==> config.mk <==
export PLATFORM = sky130hd
export DESIGN_NAME = stage_ctrl
export DESIGN_NICKNAME = d
export VERILOG_FILES = /design/src/rtl/stage_ctrl.sv
export SDC_FILE = /design/constraint.sdc
export NUM_CORES = 1
export LEC_CHECK = 0
export CAP_MARGIN = 0
export CELL_PAD_IN_SITES_DETAIL_PLACEMENT = 1
export CELL_PAD_IN_SITES_GLOBAL_PLACEMENT = 1
export CORE_UTILIZATION = 50
export CTS_CLUSTER_SIZE = 12
export DETAILED_ROUTE_END_ITERATION = 10
export DONT_BUFFER_PORTS = 1
export PLACE_DENSITY_LB_ADDON = 0.1
export SYNTH_ARGS = -nofsm -noshare
export SYNTH_HDL_FRONTEND = slang
export SYNTH_SLANG_ARGS = --single-unit
==> constraint.sdc <==
create_clock -name clk -period 7.4 [get_ports clk]
set_clock_uncertainty 0.2 [all_clocks]
set_input_delay 2.22 -clock clk [delete_from_list [all_inputs] [get_ports clk]]
set_output_delay 2.22 -clock clk [all_outputs]
set_load 0.02 [all_outputs]
==> src/rtl/stage_ctrl.sv <==
// Multi-cycle pipeline-stage sequencer: IDLE -> IF -> ID -> EX -> MEM -> WB (-> HALT).
// Define STAGE_CTRL_SKIP_MEM_EN to bypass MEM for instructions that are not loads/stores.
module stage_ctrl (
    input  logic        clk,
    input  logic        rst,
    input  logic        halt_i,
    output logic        ireq_o,
    input  logic        iresp_ok_i,
    output logic        dreq_o,
    input  logic        dresp_ok_i,
    input  logic        is_mem_i,
    input  logic        is_mdu_i,
    output logic        mdu_start_o,
    input  logic        mdu_done_i,
    input  logic        trap_i,
    output logic        ifu_valid,
    output logic        idu_valid,
    output logic        exu_valid,
    output logic        memu_valid,
    output logic        wb_valid,
    output logic        instr_we_o,
    output logic        pc_we_o,
    output logic        pc_trap_o,
    output logic        commit_o,
    output logic [63:0] instret_o
);

    typedef enum logic [2:0] {
        ST_IDLE = 3'd0,
        ST_IF   = 3'd1,
        ST_ID   = 3'd2,
        ST_EX   = 3'd3,
        ST_MEM  = 3'd4,
        ST_WB   = 3'd5,
        ST_HALT = 3'd6
    } state_t;

    state_t      state_r;
    state_t      state_s;
    state_t      ex_exit_s;
    logic        mem_flag_r;
    logic        mdu_flag_r;
    logic        ex_busy_r;
    logic [4:0]  stage_r;
    logic [63:0] instret_r;

    function automatic logic [4:0] stage_onehot(input state_t st);
        logic [4:0] oh;
        case (st)
            ST_IF:   oh = 5'b10000;
            ST_ID:   oh = 5'b01000;
            ST_EX:   oh = 5'b00100;
            ST_MEM:  oh = 5'b00010;
            ST_WB:   oh = 5'b00001;
            default: oh = 5'b00000;
        endcase
        return oh;
    endfunction

    // Successor of EX: MEM always, or WB directly for non-memory ops when skipping is built in
    always_comb begin
        ex_exit_s = ST_MEM;
`ifdef STAGE_CTRL_SKIP_MEM_EN
        if (mem_flag_r) begin
            ex_exit_s = ST_MEM;
        end else begin
            ex_exit_s = ST_WB;
        end
`else
        ex_exit_s = ST_MEM;
`endif
    end

    // Next-state logic and the combinational handshake/strobe outputs
    always_comb begin
        state_s     = state_r;
        ireq_o      = 1'b0;
        instr_we_o  = 1'b0;
        dreq_o      = 1'b0;
        mdu_start_o = 1'b0;
        pc_we_o     = 1'b0;
        pc_trap_o   = 1'b0;
        commit_o    = 1'b0;
        case (state_r)
            ST_IDLE: state_s = ST_IF;
            ST_IF: begin
                ireq_o = 1'b1;
                if (iresp_ok_i) begin
                    instr_we_o = 1'b1;
                    state_s    = ST_ID;
                end else begin
                    state_s    = ST_IF;
                end
            end
            ST_ID: state_s = ST_EX;
            ST_EX: begin
                // ex_busy_r is low only in the first EX cycle, so start is a single pulse
                if (mdu_flag_r) begin
                    mdu_start_o = ~ex_busy_r;
                    if (mdu_done_i) begin
                        state_s = ex_exit_s;
                    end else begin
                        state_s = ST_EX;
                    end
                end else begin
                    state_s = ex_exit_s;
                end
            end
            ST_MEM: begin
                if (mem_flag_r) begin
                    dreq_o = 1'b1;
                    if (dresp_ok_i) begin
                        state_s = ST_WB;
                    end else begin
                        state_s = ST_MEM;
                    end
                end else begin
                    state_s = ST_WB;
                end
            end
            ST_WB: begin
                commit_o  = 1'b1;
                pc_we_o   = 1'b1;
                pc_trap_o = trap_i;
                if (halt_i) begin
                    state_s = ST_HALT;
                end else begin
                    state_s = ST_IF;
                end
            end
            ST_HALT: begin
                if (halt_i) begin
                    state_s = ST_HALT;
                end else begin
                    state_s = ST_IF;
                end
            end
            default: state_s = ST_IDLE;
        endcase
    end

    // State register plus registered one-hot stage flags
    always_ff @(posedge clk or posedge rst) begin
        if (rst) begin
            state_r <= ST_IDLE;
            stage_r <= 5'b00000;
        end else begin
            state_r <= state_s;
            stage_r <= stage_onehot(state_s);
        end
    end

    // Decode flags captured at the end of ID, EX occupancy tracker
    always_ff @(posedge clk or posedge rst) begin
        if (rst) begin
            mem_flag_r <= 1'b0;
            mdu_flag_r <= 1'b0;
            ex_busy_r  <= 1'b0;
        end else begin
            ex_busy_r <= (state_r == ST_EX);
            if (state_r == ST_ID) begin
                mem_flag_r <= is_mem_i;
                mdu_flag_r <= is_mdu_i;
            end else begin
                mem_flag_r <= mem_flag_r;
                mdu_flag_r <= mdu_flag_r;
            end
        end
    end

    // Retired-instruction counter, wraps naturally at 2^64
    always_ff @(posedge clk or posedge rst) begin
        if (rst) begin
            instret_r <= 64'd0;
        end else if (state_r == ST_WB) begin
            instret_r <= instret_r + 64'd1;
        end else begin
            instret_r <= instret_r;
        end
    end

    assign {ifu_valid, idu_valid, exu_valid, memu_valid, wb_valid} = stage_r;
    assign instret_o = instret_r;

endmodule

# After elaboration in Yosys (flattened, before gate mapping)
# Index checks and enable logic that the tools add are counted.
# W data, S select, Z words.
# classes
n_eq_ne	11
mux	17
reduce_logical	2
bitwise	1
add_sub_neg	1
# ops
cell	count
$add A64 B1 Y64 const B	1
$pmux W5 S5	1
$pmux W3 S6	1
$eq A3 B3 Y1 const B	5
$eq A3 B2 Y1 const B	4
$mux W3	4
$mux W1	10
$eq A3 B1 Y1 const B	2
$logic_not A3 Y1	1
$mux W2	1
$reduce_or A2 Y1	1
$not A1 Y1	1
# totals
word_cells	38
output_inout_bits	76
regBits	75

# Depth between registers and ports, before layout
# depth
ltp_word	5
depth_mapped	7
depth_no_buf	6

# Worst setup path after synthesis
# Ideal clock, no wire load.
# synth_path
kind	input to output
startpoint	input port trap_i
endpoint	output port pc_trap_o
stages	1
arrival_ns	2.466
slack_ns	2.514
t_required_ns	4.980
path_cell_list	and3_1
# synth_via
elab_chain_cells	1
# synth_rtl
element	line	text
start: declaration	15	input logic trap_i,
$mux W1	84	case (state_r)
end: declaration	23	output logic pc_trap_o,
# Every way passes these cells.

# Worst setup path after layout
# layout_path
startpoint	input port iresp_ok_i
endpoint	output port instr_we_o
# layout_via
elab_chain_cells	2
# layout_rtl
element	line	text
start: declaration	8	input logic iresp_ok_i,
$mux W1	88	if (iresp_ok_i) begin
$mux W1	84	
end: declaration	21	output logic instr_we_o,
# Every way passes these cells.

==> impl_results.md <==
- Status: complete, no violations
- Final WL: ~8.3 mm
- CP Data Required Time: 4.98 ns
- Post-CTS resize count: 0
- Detailed placement HPWL: approximately 5.8 mm
- Static leakage: between 1.5 and 2 nW
- Initial antenna violation count: 0
- Type of the most critical hold path: reg -> reg
- Worst-path fanout max: 4
- Final hold violation count: 0
- Area Growth Syn to Fin: 8.13%
- Global route total overflow: 0
- Post-synthesis mux area share: 0.00946
- Share of layout cells above drive strength 1: 0.0893
- Clock sinks: 75
- Psw: about 0.3 mW
- Synth Instances: 337
- Final-report setup violation count: 0
- Antenna diodes: 0
- Setup crit end kind: output pin
- CTS hold repair buffers: 0
- Row Count: 30
- FF+latch count, synth: 75
- Antenna Nets Post-Route: 0
- Clk buf depth: 2
- Die area: between 7000 and 8000 µm²
- Net Count, Synth: about 350
- Count leader, synth: dfrtp_1
- Worst slew pin tran: just over 1 ns
- Netlist cell types: 37
- CTS root buf: clkbuf_8
- Worst VDD drop: roughly 0.17 mV
- Period utilisation layout: 0.664
- Post-synthesis compound-gate area fraction: 0.0168
- Post-Syn Area: 3570 µm²
- Max stage delay on crit path: about 0.27 ns
- Final core utilization: 0.565
- Clock slew at reported path FFs: roughly 0.080 ns
- Top FF cell, synth: dfrtp_1
- Sequential area share after synthesis: 0.526
- Final layout net count: approximately 350
- Post-layout min period: slightly below 5 ns
- Synth top area cells: dfrtp_1 (53%), xnor2_1 (11%), xor2_1 (4.9%)
- DR pass1 iterations: 4
- Crit path buffers/inverters: 0
- Ys Warns: 0
- Post-synth EDFFs: 0
- Worst-Skew Late Latency: 0.35 ns
- Unrepaired setup endpoints after global routing: no
- CTS tree: built
- Syn Area/Cell: approximately 11 µm²
- Post-Synth Simple-Gate Area: 0.267
- Cell internal pwr: roughly 0.66 mW
- Cell Chain, Critical Path: and3_1
- Max_slew headroom: 0.315
- Via/cell ratio: between 5 and 6
- Crit path DAT: ~2.5 ns
- Core area: between 6000 and 7000 µm²
- Routed len/inst: approximately 19 µm
- Synth top area share: 0.526
- Die width: roughly 87 µm
- Sequential power share: 0.543
- DP Area: approximately 3700 µm²
- IO Count: between 80 and 90
- Post-route design area: about 3900 µm²
- Chip Height: 86.5 µm
- Crit-path slowest cell: and3_1
- Main combinational cell family by area after synthesis: simple AND/OR/NAND/NOR gates
- Iteration-0 DRC Markers: 90
- H-Tree Level Count: 3
- Combinational Power Share: 0.131
- Clock Power Share: 0.326
- Synth async-reset ratio: 1.00
- Residual DRC: 0
- Setup CP Type: in -> out
- First-pass GRT wire length: ~13 mm
- Cell family with most CP delay: simple AND/OR/NAND/NOR gates
- Initial core utilization: 0.523
- Post-synth top cells: dfrtp_1 (75), xnor2_1 (43), nand3_1 (31)
- Type of origin of the critical path: input pin
- Synth Area in XOR/XNOR: 0.155
- Total negative slack: 0 ns
- Switching Fraction: 0.312
- Largest area contributor in the netlist: dfrtp_1
- TritonCTS buffer count: 9
- Vias in the first global route: ~2600
- Pins Over Slew Limit: 0
- GP Congestion: 0.783
- Max frequency: approximately 200 MHz
- Pwr dens: about 250 nW/µm²
- Largest net degree at the start of global routing: 76
- MaxCap Viol Count: 0
- # port buffers: 0
- Number of fill cells: between 700 and 800
- Vias: about 2500
- Setup bufs post-CTS: 0
- Synth Area in Adders: 0.00631
- Total GRT Usage: 0.232
## power groups by stage
stage	registers (mW)	logic, mW	clock network [mW]
3_3_place_gp	0.527	0.122	0
3_5_place_dp	0.529	0.128	0
4_1_cts	0.521	0.128	0.322
6_report	0.521	0.126	0.313
2_1_floorplan	0.506	0.119	0
5_1_grt	0.528	0.141	0.337
## cells by family (layout without fill, tap and decap cells)
group,count (synthesis),count (layout)
XOR/XNOR,63,63
buffers and inverters,18,28
AND/OR/NAND/NOR,166,166
AO/OA/AOI/OAI,10,10
flip-flops,75,75
adder cells (fa/ha/maj),2,2
multiplexers,3,3
## final timing paths
check	from	endpoint	slack (ns)	depth (start not counted)
worst min-delay path	mem_flag_r	stage_r[0]	0.34	1
worst min register to register	mem_flag_r	stage_r[0]	0.34	1
max in group asynchronous	rst	instret_o[47]	4.53	2
min in group asynchronous	rst	instret_o[18]	1.80	2
worst max-delay path	iresp_ok_i	instr_we_o	2.49	1
worst max register to register	instret_o[4]	instret_o[48]	4.20	5
## cells in the final DEF, fill, tap and decap left out, drive strengths merged, types with 2 or more instances in the layout
cell     n
a21oi    3
and2     8
and3    18
and4     5
and4bb   2
clkbuf  11
clkinv   3
dfrtp   75
inv     11
mux2     3
nand2   22
nand3   31
nand4   24
nor2    18
nor3    15
nor3b    2
nor4     7
nor4b    2
o21ai    4
or2      3
or3      2
or4      2
xnor2   43
xor2    20
## metrics by stage
step / power (mW) / cells / hold slack [ns] / setup slack (ns)
final: 0.959 / 443 / 0.337 / 2.49
after CTS: 0.971 / 443 / 0.339 / 2.49
after detailed placement: 0.656 / 427 / 0.329 / 2.49
after floorplan: 0.625 / 337 / 0.272 / 2.51
after global routing: 1.01 / 443 / 0.364 / 2.48
after global placement: 0.649 / 427 / 0.313 / 2.50
## flip-flops by register name (all words and copies together), names as in the netlist
register,cells
mem_flag_r,1
state_r,3
ex_busy_r,1
instret_o,64
stage_r,5
mdu_flag_r,1
## layer usage
layer  vias up  GRT usage  wire, µm
li1       1196          -         -
met1      1267      0.302      3660
met2        66      0.382      4050
met3         9     0.0524       441
met4         0     0.0818       112
met5         -          0         0
## area by class of cell
type / count / area (µm²) / share of cell area
repair buffers: 1 / 7.51 / 0.00194
clock buffers: 11 / 141 / 0.0366
clock inverters: 5 / 52.6 / 0.0136
flip-flops and latches: 75 / 1880 / 0.486
well taps: 96 / 120 / 0.0311
inverters: 11 / 41.3 / 0.0107
multi-input cells: 244 / 1620 / 0.420
(Power assumes the default switching activity.)
